## config.mk

```make
export PLATFORM = sky130hd
export DESIGN_NAME = regfile_write_arbiter
export DESIGN_NICKNAME = d
export VERILOG_FILES = /design/src/rtl/regfile_write_arbiter.sv
export SDC_FILE = /design/constraint.sdc
export NUM_CORES = 1
export LEC_CHECK = 0
export BUFFER_PORTS_ARGS = -buffer_cell sky130_fd_sc_hd__buf_2
export CAP_MARGIN = 20
export CELL_PAD_IN_SITES_DETAIL_PLACEMENT = 1
export CELL_PAD_IN_SITES_GLOBAL_PLACEMENT = 2
export CORE_MARGIN = 10
export CORE_UTILIZATION = 31
export CTS_BUF_LIST = sky130_fd_sc_hd__clkbuf_8
export CTS_CLUSTER_DIAMETER = 150
export DETAILED_ROUTE_END_ITERATION = 16
export GPL_TIMING_DRIVEN = 1
export PLACE_DENSITY_LB_ADDON = 0.1
export SLEW_MARGIN = 20
export SYNTH_ARGS = -nofsm -noshare
export SYNTH_HDL_FRONTEND = slang
export SYNTH_SLANG_ARGS = --single-unit
```

## constraint.sdc

```tcl
create_clock -name CLK -period 4.9 [get_ports CLK]
set_clock_uncertainty 0.05 [all_clocks]
set_input_delay 0.98 -clock CLK [delete_from_list [all_inputs] [get_ports CLK]]
set_output_delay 0.98 -clock CLK [all_outputs]
set_load 0.03 [all_outputs]
```

## src/rtl/regfile_write_arbiter.sv

```systemverilog
// Purpose: owns the single register-file write port; runs a post-reset init sweep, then arbitrates WB (fixed priority) vs LLU (valid/ready).
// Latency: a request in cycle N drives RegWrite/writeReg/writeData after edge N, so the register file commits at edge N+1.
// Backpressure: WB is never stalled here. The LLU sees llu_ready low while WB writes, and pipe_stall rises once the LLU has been blocked STARVE_LIMIT cycles in a row.
module regfile_write_arbiter #(
  parameter logic [31:0] INIT_VALUE   = 32'h0000_0000,
  parameter bit          DO_INIT      = 1'b1,
  parameter int          STARVE_LIMIT = 4
) (
  input  logic        CLK,
  input  logic        RST_N,
  input  logic        wb_we,
  input  logic [4:0]  wb_waddr,
  input  logic [31:0] wb_wdata,
  input  logic        llu_valid,
  input  logic [4:0]  llu_waddr,
  input  logic [31:0] llu_wdata,
  output logic        llu_ready,
  output logic        RegWrite,
  output logic [4:0]  writeReg,
  output logic [31:0] writeData,
  output logic        init_busy,
  output logic        pipe_stall
);

  localparam logic       ST_INIT    = 1'b0;
  localparam logic       ST_RUN     = 1'b1;
  localparam logic [3:0] STARVE_MAX = 4'(STARVE_LIMIT);

  logic       state;
  logic [4:0] initCnt;
  logic [3:0] starveCnt;
  logic       wbActive;
  logic       lluXfer;
  logic       lluBlocked;

  // A WB write to $0 counts as no request, so it never takes the port away from the LLU.
  // llu_ready is gated by RST_N so it stays low for the whole reset period.
  always_comb begin
    wbActive   = wb_we && (wb_waddr != 5'd0);
    llu_ready  = RST_N && (state == ST_RUN) && !wbActive;
    lluXfer    = llu_valid && llu_ready;
    lluBlocked = (state == ST_RUN) && llu_valid && !llu_ready;
  end

  // Write-port datapath, init sweep sequencing and stall/busy flags.
  always_ff @(posedge CLK or negedge RST_N) begin
    if (!RST_N) begin
      state      <= ST_INIT;
      initCnt    <= 5'd0;
      RegWrite   <= 1'b0;
      writeReg   <= 5'd0;
      writeData  <= 32'd0;
      init_busy  <= 1'b1;
      pipe_stall <= 1'b1;
    end else begin
      case (state)
        ST_INIT: begin
          if (DO_INIT) begin
            RegWrite  <= 1'b1;
            writeReg  <= initCnt;
            writeData <= INIT_VALUE;
            initCnt   <= initCnt + 5'd1;
            if (initCnt == 5'd31) begin
              init_busy  <= 1'b0;
              pipe_stall <= 1'b0;
              state      <= ST_RUN;
            end
          end else begin
            RegWrite   <= 1'b0;
            init_busy  <= 1'b0;
            pipe_stall <= 1'b0;
            state      <= ST_RUN;
          end
        end
        default: begin
          if (wbActive) begin
            RegWrite  <= 1'b1;
            writeReg  <= wb_waddr;
            writeData <= wb_wdata;
          end else if (lluXfer && (llu_waddr != 5'd0)) begin
            RegWrite  <= 1'b1;
            writeReg  <= llu_waddr;
            writeData <= llu_wdata;
          end else begin
            // An LLU write to $0 still completes its handshake; its data is dropped here.
            RegWrite <= 1'b0;
          end
          // Raise the stall on the edge the starve counter reaches its limit.
          // Once saturated, the +1 no longer matches, so the stall simply holds.
          if (lluXfer) begin
            pipe_stall <= 1'b0;
          end else if (lluBlocked && ((starveCnt + 4'd1) == STARVE_MAX)) begin
            pipe_stall <= 1'b1;
          end
        end
      endcase
    end
  end

  // Count consecutive blocked LLU cycles, saturating at the limit.
  always_ff @(posedge CLK or negedge RST_N) begin
    if (!RST_N) begin
      starveCnt <= 4'd0;
    end else if (!lluBlocked) begin
      starveCnt <= 4'd0;
    end else if (starveCnt != STARVE_MAX) begin
      starveCnt <= starveCnt + 4'd1;
    end
  end

endmodule
```

==> metrics.md <==
| Metric | Value |
|---|---|
| Number of enable flip-flop cells after synthesis | 0 |
| Pwr Density | roughly 300 nW/um^2 |
| Post-route design area | ~3400 sq um |
| Final-stage net count | around 430 |
| Sequential share of power | a little under half |
| Max cap viols | 0 |
| Worst setup EP type | output pin |
| Count of final setup violators | 0 |
| Placed Area | ~3300 sq um |
| Max transition margin | around half |
| Largest net degree at the start of global routing | 53 |
| Mapped Area | 2590 sq um |
| Setup TNS | 0 ns |
| NetSw | approximately 0.35 mW |
| GRT met1 Usage | between 10% and 20% |
| Initial Util | a little under a third |
| Slew Limit Fails | 0 |
| Most frequent cells in the layout | 118 x buf_2, 48 x dfrtp_1, 37 x nand3_1 |
| Yosys Warn Count | 0 |
| Die area | ~12000 sq um |
| Share of layout cells above drive strength 1 | 41.7% |
| Place WS | 1.29 ns |
| Row cnt | 33 |
| CTS Hold Buffers Added | 0 |
| Tightest Pin Transition | around 0.78 ns |
| # resized after CTS | 0 |
| Vias/cell | 5.01 |
| P_leak | roughly 1.7 nW |
| Port Buffers | roughly 120 |
| Avg Inst Size Synth | 11.1 sq um |
| Num ports | between 100 and 150 |
| Critical Path RT | about 3.9 ns |
| Peak VDD IR | approximately 120 uV |
| Critical Path Source Type | input port |
| Slack of the critical path | around 1.3 ns |
| Sw Share | 34.3% |
| Tmin final | about 3.6 ns |
| Post-synthesis sequential area ratio | between 40% and 50% |
| Critical path arrival | roughly 2.6 ns |
| Diodes inserted | 0 |
| Overflow after GRT | 0 |
| Total GRT Usage | 13.3% |
| Routed Antenna Nets | 0 |
| Via count | around 2300 |
| Ys async rst share | 100% |
| Max Clock Freq | approximately 0.28 GHz |
| H-tree Lvls | 2 |
| Area grow syn2layout | 29.6% |
| CP Class | in -> out |
| RSZ-0062 raised after global routing | no |
| Gate power share | roughly 28% |
| Global route hottest layer | met2 |
| Met2 global-route usage | a little under a quarter |
| Root Driver | clkbuf_8 |
| Drt first pass iters | 4 |
| Ys flop type | dfrtp_1 |
| Post-Synthesis Cells | around 230 |
| Later-pin clock latency in the skew report | ~0.32 ns |
| Clock transition at path regs | around 0.10 ns |
| Vias in the first global route | approximately 2600 |
| CTS tree | done |
| Die Wd | between 100 and 150 um |
| CTS Buf Count | 5 |
| M3 GR Usage | under 10% |
| Fin. Hold Viols | 0 |
| Routed len/inst | ~19 um |
| HP Class | reg -> reg |
| Die Span Y | 111 um |
| Final period utilization | ~73% |
| Crit Path Max Fanout | 15 |
| Clk pwr share | between 20% and 30% |
| Sink Count | 50 |
| Initial drt markers | 74 |
| Commonest non-fill, non-tap cell in the layout | buf_2 |
| Status | finished, final reports clean |
| Cell internal pwr | 0.663 mW |
| Initial antenna violation count | 0 |
| Core box area | a little over 8000 sq um |
| CTS Buffer Depth | 2 |
| Drt total wl | between 8000 and 9000 um |
| First-pass GRT wire length | approximately 14000 um |
| DP Wirelength | approximately 6300 um |
| DRC Markers | 0 |
| Routability cong. | about 0.73 |
| Synth cell types | 37 |
| Post CTS Setup Buffer Count | 0 |
| Post-synthesis register bit count | 50 |
| Syn Nets | roughly 320 |
[synthesized netlist by cell type, types with 2 or more instances]
cell type | count | share of area [%]
and2_1 | 2 | 0.48
nand2b_1 | 2 | 0.48
o41ai_1 | 2 | 0.68
nor2_1 | 10 | 1.4
buf_6 | 4 | 1.7
mux2_2 | 2 | 0.87
xnor2_1 | 4 | 1.3
xor2_1 | 2 | 0.68
nand4_1 | 2 | 0.48
nand2_1 | 2 | 0.29
buf_2 | 6 | 1.2
dfrtp_1 | 48 | 46
clkbuf_1 | 10 | 1.4
o31ai_1 | 35 | 10
mux2_4 | 2 | 1.2
mux2i_1 | 33 | 13
ha_1 | 5 | 2.4
a221oi_1 | 5 | 1.7
dfstp_2 | 2 | 2.0
nand3_1 | 37 | 7.1
inv_1 | 3 | 0.43
[critical path, cell delays in order]
cell and delay (ns):
buf_2 0.12, or4_1 0.64, o22ai_4 0.42, and2_1 0.19, buf_2 0.21
[flip-flops by register name, indices dropped and copies added, names as in the netlist]
signal / cells
RegWrite: 1
initCnt: 5
init_busy: 1
pipe_stall: 1
starveCnt: 4
state: 1
writeData: 32
writeReg: 5
[final timing paths]
path / from / to / slack [ns] / depth (start not counted)
setup / recovery: wb_waddr[2] / llu_ready / 1.31 / 5
hold / removal: pipe_stall / pipe_stall / 0.44 / 1
min in group asynchronous: RST_N / writeReg[4] / 0.86 / 2
setup reg to reg: state / writeData[24] / 2.33 / 5
hold reg to reg: pipe_stall / pipe_stall / 0.44 / 1
max in group asynchronous: RST_N / writeData[2] / 3.51 / 2
[power groups by stage]
| stage | clock (mW) | combinational [mW] | sequential (mW) |
|---|---|---|---|
| 2_1_floorplan | 0 | 0.0924 | 0.560 |
| 3_3_place_gp | 0 | 0.282 | 0.481 |
| 3_5_place_dp | 0 | 0.285 | 0.482 |
| 4_1_cts | 0.273 | 0.285 | 0.474 |
| 5_1_grt | 0.290 | 0.302 | 0.480 |
| 6_report | 0.260 | 0.277 | 0.473 |
[stage by stage]
stage / hold slack [ns] / instances / util, % / power (mW)
after floorplan: 0.410 / 234 / - / 0.653
after global placement: 0.425 / 442 / 40.0 / 0.762
after global routing: 0.462 / 450 / 41.1 / 1.07
after detailed placement: 0.422 / 442 / 40.0 / 0.766
final: 0.438 / 450 / 41.1 / 1.01
after CTS: 0.442 / 450 / 41.1 / 1.03
[area by class of cell]
class / count / area (sq um)
Fill cell: 949 / 4810
Sequential cell: 50 / 1250
Multi-Input combinational cell: 159 / 1230
Timing Repair Buffer: 124 / 636
Tap cell: 105 / 131
Clock buffer: 6 / 82.6
Inverter: 4 / 15.0
Clock inverter: 2 / 12.5
[layer usage]
metal | vias up | share of wire [%]
li1 | 1099 | -
met1 | 1093 | 43
met2 | 54 | 52
met3 | 9 | 4.4
met4 | 0 | 1.0
met5 | - | 0
[logic make-up after synthesis]
kind of cell             Yosys count  share of synthesized area [%]
AO/OA/AOI/OAI                     50                           15.2
AND/OR/NAND/NOR                   61                           12.1
multiplexers                      37                           14.8
flip-flops                        50                           48.3
adder cells (fa/ha/maj)            5                           2.41
XOR/XNOR                           6                           2.03
buffers and inverters             25                           5.21
(Power assumes the default switching activity.)
